$ cat src/rtl/plot_arbiter.sv
// -----------------------------------------------------------------------------
// plot_arbiter
// Two-requester arbiter in front of a vga_adapter plot port.
//   req0 : centroid overlay plots; may lock the port for bursts (req0_lock).
//   req1 : pixel stream plots.
// Granted transfers whose coordinates are inside the X_MAX x Y_MAX screen are
// forwarded one cycle later on vga_*. Out-of-range transfers are accepted but
// dropped and counted in drop_count (saturating, cleared by frame_start).
//
// Build option:
//   ROUND_ROBIN_EN : contention in S_ARB alternates between requesters.
//                    Undefined (default): fixed priority, req0 always wins.
//
// Ports:
//   clock, reset (async, active-high), frame_start (1-cycle frame pulse)
//   req0_valid/lock/x/y/colour -> req0_ready
//   req1_valid/x/y/colour      -> req1_ready
//   vga_plot/x/y/colour        registered plot interface
//   drop_count                 saturating out-of-range transfer count
//   locked                     high while req0 owns the port (S_LOCK0)
// -----------------------------------------------------------------------------
module plot_arbiter #(
   parameter int X_MAX = 320,
   parameter int Y_MAX = 240
) (
   input  logic       clock,
   input  logic       reset,
   input  logic       frame_start,
   input  logic       req0_valid,
   input  logic       req0_lock,
   input  logic [8:0] req0_x,
   input  logic [7:0] req0_y,
   input  logic       req0_colour,
   output logic       req0_ready,
   input  logic       req1_valid,
   input  logic [8:0] req1_x,
   input  logic [7:0] req1_y,
   input  logic       req1_colour,
   output logic       req1_ready,
   output logic       vga_plot,
   output logic [8:0] vga_x,
   output logic [7:0] vga_y,
   output logic       vga_colour,
   output logic [7:0] drop_count,
   output logic       locked
);

   typedef enum logic [0:0] {
      S_ARB   = 1'b0,
      S_LOCK0 = 1'b1
   } state_t;

   // Bounds widened by one bit so a full-range coordinate still compares right.
   localparam logic [9:0] X_LIM = X_MAX[9:0];
   localparam logic [8:0] Y_LIM = Y_MAX[8:0];

   state_t     state_q, state_d;
   logic       locked_q;
   logic       vga_plot_q;
   logic [8:0] vga_x_q;
   logic [7:0] vga_y_q;
   logic       vga_colour_q;
   logic [7:0] drop_q, drop_d;

   logic       xfer0_s, xfer1_s, xfer_s, in_range_s;
   logic [8:0] sel_x_s;
   logic [7:0] sel_y_s;
   logic       sel_colour_s;

`ifdef ROUND_ROBIN_EN
   // High when req1 should win the next contention.
   logic       prio1_q, prio1_d;
`endif

   // Grant generation: ready only ever goes to a requester that is valid.
   always_comb begin
      req0_ready = 1'b0;
      req1_ready = 1'b0;
      if (!reset) begin
         case (state_q)
            S_LOCK0: begin
               req0_ready = req0_valid;
            end
            S_ARB: begin
               if (req0_valid && req1_valid) begin
`ifdef ROUND_ROBIN_EN
                  if (prio1_q) begin
                     req1_ready = 1'b1;
                  end else begin
                     req0_ready = 1'b1;
                  end
`else
                  req0_ready = 1'b1;
`endif
               end else begin
                  req0_ready = req0_valid;
                  req1_ready = req1_valid;
               end
            end
            default: begin
               req0_ready = 1'b0;
               req1_ready = 1'b0;
            end
         endcase
      end else begin
         req0_ready = 1'b0;
         req1_ready = 1'b0;
      end
   end

   assign xfer0_s = req0_valid & req0_ready;
   assign xfer1_s = req1_valid & req1_ready;
   assign xfer_s  = xfer0_s | xfer1_s;

   // Transfer payload mux and screen-bounds test.
   always_comb begin
      if (xfer1_s) begin
         sel_x_s      = req1_x;
         sel_y_s      = req1_y;
         sel_colour_s = req1_colour;
      end else begin
         sel_x_s      = req0_x;
         sel_y_s      = req0_y;
         sel_colour_s = req0_colour;
      end
      in_range_s = ({1'b0, sel_x_s} < X_LIM) && ({1'b0, sel_y_s} < Y_LIM);
   end

   // Next state; frame_start deliberately has no influence on the lock.
   always_comb begin
      state_d = state_q;
      case (state_q)
         S_ARB: begin
            if (xfer0_s && req0_lock) begin
               state_d = S_LOCK0;
            end else begin
               state_d = S_ARB;
            end
         end
         S_LOCK0: begin
            // Release on an unlocked req0 transfer or when req0 goes idle unlocked.
            if (!req0_lock && (xfer0_s || !req0_valid)) begin
               state_d = S_ARB;
            end else begin
               state_d = S_LOCK0;
            end
         end
         default: begin
            state_d = S_ARB;
         end
      endcase
   end

   // Drop counter next value; a frame clear beats a simultaneous drop.
   always_comb begin
      drop_d = drop_q;
      if (frame_start) begin
         drop_d = 8'd0;
      end else if (xfer_s && !in_range_s && (drop_q != 8'hFF)) begin
         drop_d = drop_q + 8'd1;
      end else begin
         drop_d = drop_q;
      end
   end

   // Arbiter state, plot outputs and drop counter.
   always_ff @(posedge clock or posedge reset) begin
      if (reset) begin
         state_q      <= S_ARB;
         locked_q     <= 1'b0;
         vga_plot_q   <= 1'b0;
         vga_x_q      <= 9'd0;
         vga_y_q      <= 8'd0;
         vga_colour_q <= 1'b0;
         drop_q       <= 8'd0;
      end else begin
         state_q    <= state_d;
         locked_q   <= (state_d == S_LOCK0);
         vga_plot_q <= xfer_s & in_range_s;
         drop_q     <= drop_d;
         if (xfer_s && in_range_s) begin
            vga_x_q      <= sel_x_s;
            vga_y_q      <= sel_y_s;
            vga_colour_q <= sel_colour_s;
         end
      end
   end

`ifdef ROUND_ROBIN_EN
   // Pointer favours whoever lost the last S_ARB transfer; frame restarts at req0.
   always_comb begin
      prio1_d = prio1_q;
      if (frame_start) begin
         prio1_d = 1'b0;
      end else if ((state_q == S_ARB) && xfer_s) begin
         prio1_d = xfer0_s;
      end else begin
         prio1_d = prio1_q;
      end
   end

   // Round-robin pointer register.
   always_ff @(posedge clock or posedge reset) begin
      if (reset) begin
         prio1_q <= 1'b0;
      end else begin
         prio1_q <= prio1_d;
      end
   end
`endif

   assign vga_plot   = vga_plot_q;
   assign vga_x      = vga_x_q;
   assign vga_y      = vga_y_q;
   assign vga_colour = vga_colour_q;
   assign drop_count = drop_q;
   assign locked     = locked_q;

endmodule

$ cat config.mk
export PLATFORM = sky130hd
export DESIGN_NAME = plot_arbiter
export DESIGN_NICKNAME = d
export VERILOG_FILES = /design/src/rtl/plot_arbiter.sv
export SDC_FILE = /design/constraint.sdc
export NUM_CORES = 1
export LEC_CHECK = 0
export CORE_ASPECT_RATIO = 1.4
export CORE_MARGIN = 1.5
export CORE_UTILIZATION = 35
export CTS_CLUSTER_DIAMETER = 100
export CTS_CLUSTER_SIZE = 14
export DETAILED_ROUTE_END_ITERATION = 8
export GPL_TIMING_DRIVEN = 0
export PLACE_DENSITY = 0.79
export SYNTH_ARGS = -nofsm -noshare
export SYNTH_HDL_FRONTEND = slang
export SYNTH_SLANG_ARGS = --single-unit
$ cat constraint.sdc
create_clock -name clock -period 2.16 [get_ports clock]
set_clock_uncertainty 0.1 [all_clocks]
set_input_delay 0.324 -clock clock [delete_from_list [all_inputs] [get_ports clock]]
set_output_delay 0.324 -clock clock [all_outputs]
set_load 0.005 [all_outputs]
## Yosys cells after proc, flatten, opt, wreduce, memory -nomap -nowiden

Cells that the tools add are included.

- Bits of input ports: 42
- Output and inout bits: 30
- Flip-flop bits (word level): 28

- Reduce and logical (&&, ||, !) cells: 12
- Eq/ne operators: 1
- Mux-type cells: 14
- $lt $le $gt $ge: 2
- Add/subtract/negate cells: 1
- Bitwise logic cells: 5

Operators by type and width:

| operator | number |
|---|---|
| 8-bit two-way mux | 3 |
| 9-bit less-than comparator, second input constant | 1 |
| 9-bit two-way mux | 1 |
| 8-bit by 1-bit adder with 8-bit output, second input constant | 1 |
| 8-bit less-than comparator, second input constant | 1 |
| 1-bit two-way mux | 8 |
| 8-bit != test, second input constant | 1 |
| 1-bit logical AND | 7 |
| 1-bit case mux with 2 select lines | 2 |
| 1-bit bitwise AND | 3 |
| 1-bit zero test | 3 |
| 2-bit nonzero test | 1 |
| 1-bit logical OR | 1 |
| 1-bit inverter | 1 |
| 1-bit OR | 1 |

## Logic depth before layout (Yosys ltp)

- Word-level depth: 13
- Gate-level depth with buffers: 6

## Least setup slack after synthesis

Ideal clock, no wire load.

- Kind: flip-flop to flip-flop
- From: reg drop_q[0] (netlist: drop_count[0])
- To: reg drop_q[2] (netlist: drop_count[2])
- Data arrival time: 1.437 ns
- Slack: 0.545 ns
- Cell stages (with the launch flop): 7
- Data required time: 1.982 ns
- Buffers on the path: 1
- Cells stage by stage: dfrtp_1 > ha_1 > nand4_1 > o211ai_2 > buf_6 > or3_1 > a21oi_1

- Word-level cells in the longest chain between the ends: 3
- Elaborated cells between the ends (all ways): 6

RTL lines:

| element | RTL line | RTL |
|---|---|---|
| from (decl) | 63 | `logic [7:0] drop_q, drop_d;` |
| from (signal assigned) | 180 | `drop_q <= drop_d;` |
| 8-bit by 1-bit adder with 8-bit output / 8-bit != test (equally long branches) | 160, 159 |  |
| 8-bit two-way mux / 1-bit logical AND (equally long branches) | 159 | `end else if (xfer_s && !in_range_s && (drop_q != 8'hFF)) begin` |
| 8-bit two-way mux / 2-bit nonzero test (equally long branches) | n/a |  |

Several ways; a longest one is shown, not always the timed one. The select of a mux whose other input is x is not followed.
A chain may end at the register's enable or synchronous reset.

==> results.sh <==
export IMPL_postSynthAreaPerCell_sq_um=10.34
export IMPL_grt_pass1_vias=1247
export IMPL_leakage_nw=0.8866
export IMPL_drive_above_1_share=0.09048
export IMPL_post_route_util=0.5752
export IMPL_num_vias=1279
export IMPL_synth_top_area_cell="dfrtp_1"
export IMPL_async_reset_ff_frac=1.000
export IMPL_p_comb_frac=0.299
export IMPL_die_width_microns=56.38
export IMPL_ys_ff_latch=28
export IMPL_period_share=0.8752
export IMPL_required_ns=2.26
export IMPL_pwr_share_clk=0.234
export IMPL_worst_slack_ns=0.2697
export IMPL_rows=27
export IMPL_synth_warnings=0
export IMPL_swShare=0.2529
export IMPL_io_pins=72
export IMPL_finalHoldViolCount=0
export IMPL_fmax_mhz=529.0
export IMPL_hpwlAfterDp_mm=2.760
export IMPL_rsz0062_at_grt="no"
export IMPL_crit_path_end="drop_count[2]"
export IMPL_fp_dieArea_sq_um=4383
export IMPL_maxSlewViolCount=0
export IMPL_wire_per_inst_microns=14.65
export IMPL_p_switching_mw=0.3485
export IMPL_synth_edff_count=0
export IMPL_reg2reg_depth=6
export IMPL_power_mw=1.378
export IMPL_r2r_slack_ns=0.27
export IMPL_clk_pin_slew_ns=0.10
export IMPL_synthFlopType="dfrtp_1"
export IMPL_synth_area_leaders="dfrtp_1 (50%), mux2i_1 (14%), a21oi_1 (8.2%)"
export IMPL_start_kind="register"
export IMPL_synth_top_cell_area_share=0.5018
export IMPL_drt_antenna_violating_nets=0
export IMPL_critPathKind="reg -> reg"
export IMPL_root_buffer="clkbuf_8"
export IMPL_drtPass1Iterations=4
export IMPL_cts_buffer_depth=2
export IMPL_crit_path_max_fanout=10
export IMPL_intPower_mw=1.030
export IMPL_die_h_microns=77.74
export IMPL_seqPwrFrac=0.468
export IMPL_tightest_slew_ns=1.080
export IMPL_cts_buffers=3
export IMPL_r2r_end="drop_count[2]"
export IMPL_clock_latency_ns=0.27
export IMPL_area_growth_pct=60.04
export IMPL_worstSetupEndpointType="register"
export IMPL_start_util=0.3594
export IMPL_slew_headroom=0.2794
export IMPL_cts_sinks=28
export IMPL_cp_arrival_ns=1.99
export IMPL_post_route_min_period_ns=1.890
export IMPL_syn_nets=178
export IMPL_fill_cells=358
export IMPL_wl_mm=3.707
export IMPL_cts_tree="yes"
export IMPL_setup_viol=0
export IMPL_drv_cap=0
export IMPL_gp_congestion=0.7263
export IMPL_nNetsFinal=254
export IMPL_cp_startpoint="locked"
export IMPL_place_port_buffers=70
export IMPL_synthTopCellsByCount="dfrtp_1 (28), a21oi_1 (23), nor2_1 (20), mux2i_1 (19), o21ai_0 (6)"
export IMPL_vias_per_cell=5.055
export IMPL_grt_pass1_wl_mm=5.885
export IMPL_antenna_found_initial=0
export IMPL_grt_max_degree=29
export IMPL_synth_most_common_cell="dfrtp_1"
export IMPL_ir_worst_vdd_mv=0.3766
export IMPL_status="finished clean"
export IMPL_reg2reg_from="locked"
export IMPL_num_antenna_cells=0
export IMPL_synth_cell_types=29
export IMPL_drt_iter0_drc=38
export IMPL_drc=0
export IMPL_grt_usage=0.1701
export IMPL_syn_area_sq_um=1396
export IMPL_htreeDepth=1
export IMPL_syn_inst=135
export IMPL_fin_setup_tns_ns=0
export IMPL_core_sq_um=3885
export IMPL_overflow=0
export IMPL_hp_class="in -> reg"
export IMPL_fin_hold_ws_ns=0.3000
export IMPL_dp_worst_setup_slack_ns=-0.5394
export IMPL_seq_area_frac_synth=0.5018
export IMPL_power_density_nw_per_um2=616.6
routing by layer:
| layer | wire, microns | share of wire | GRT usage |
|---|---|---|---|
| met5 | 0 | 0 | 0 |
| met2 | 1859 | 0.50 | 0.2965 |
| met1 | 1565 | 0.42 | 0.2053 |
| met3 | 240 | 0.065 | 0.03667 |
| met4 | 42 | 0.011 | 0.05714 |
layout make-up:
cell class / instances / area (sq um) / area share
plain buffers: 6 / 55.05 / 0.02464
flip-flops and latches: 28 / 701.9 / 0.3141
inverters: 2 / 7.507 / 0.003359
clock buffers: 4 / 55.05 / 0.02464
multi-input cells: 98 / 645.6 / 0.2889
repair buffers: 72 / 715.7 / 0.3203
well taps: 43 / 53.80 / 0.02408
critical path, cell delays in order, from the launching register on:
cell and delay [ns]:
dfrtp_2 0.45, nor4b_4 0.34, buf_4 0.18, o211ai_2 0.14
buf_6 0.18, or3_1 0.30, a21oi_1 0.14
cell usage in the layout (no fill, tap or decap):
cell type,n
nand2_1,2
nand4_1,3
clkdlybuf4s50_1,67
ha_1,1
dfrtp_1,27
and2b_2,1
o211ai_2,1
clkbuf_8,4
dfrtp_2,1
nor4_1,1
a21boi_2,1
buf_4,2
o21ai_0,6
buf_6,1
inv_1,2
nor4b_4,1
xor2_1,1
dlygate4sd2_1,2
a22o_1,1
and4_1,1
nand2_2,1
dlymetal6s2s_1,1
buf_2,3
o21ba_2,1
nor2_1,20
o31a_1,1
clkbuf_16,1
nand2b_1,1
mux2_2,1
mux2i_1,19
buf_1,1
o31ai_1,1
or4_1,1
a21oi_1,23
or3_1,4
nand3_1,5
timing repair:
item	in CTS	in global routing
setup endpoints to repair	1	6
setup buffers	2	0
gates resized for setup	5	4
pin swaps	1	1
hold buffers	0	0
state kept, by name, summed over array words and instances (netlist names):
signal,flops
drop_count,8
locked,1
vga_x,9
vga_colour,1
vga_plot,1
vga_y,8
worst min path at each step:
stage | depth (start not counted) | slack (ns) | from | end
after floorplan | 1 | 0.29 | reset | drop_count[0]
after global placement | 2 | 0.40 | vga_y[6] | vga_y[6]
after detailed placement | 2 | 0.42 | vga_x[6] | vga_x[6]
after CTS | 2 | 0.30 | frame_start | drop_count[1]
after global routing | 2 | 0.32 | frame_start | drop_count[7]
final | 2 | 0.30 | frame_start | drop_count[1]
power groups by stage:
stage	logic, mW	clock network [mW]	registers [mW]
global route	0.448	0.362	0.657
finish	0.411	0.322	0.644
CTS	0.417	0.338	0.645
global placement	0.406	0	0.652
floorplan	0.133	0	0.662
detailed placement	0.413	0	0.657
cells by family after synthesis:
kind of cell | Yosys count | synth area share
AO/OA/AOI/OAI | 35 | 0.1461
XOR/XNOR | 1 | 0.006274
adder cells (fa/ha/maj) | 1 | 0.008959
buffers and inverters | 9 | 0.03763
flip-flops | 28 | 0.5018
multiplexers | 20 | 0.1443
AND/OR/NAND/NOR | 41 | 0.1550
stage by stage:
stage	instances	instance area [sq um]
2_1_floorplan	135	1396
3_3_place_gp	248	2151
3_5_place_dp	248	2151
4_1_cts	253	2223
5_1_grt	253	2235
6_report	253	2235
Note: power is estimated with default switching activity, not from simulation.
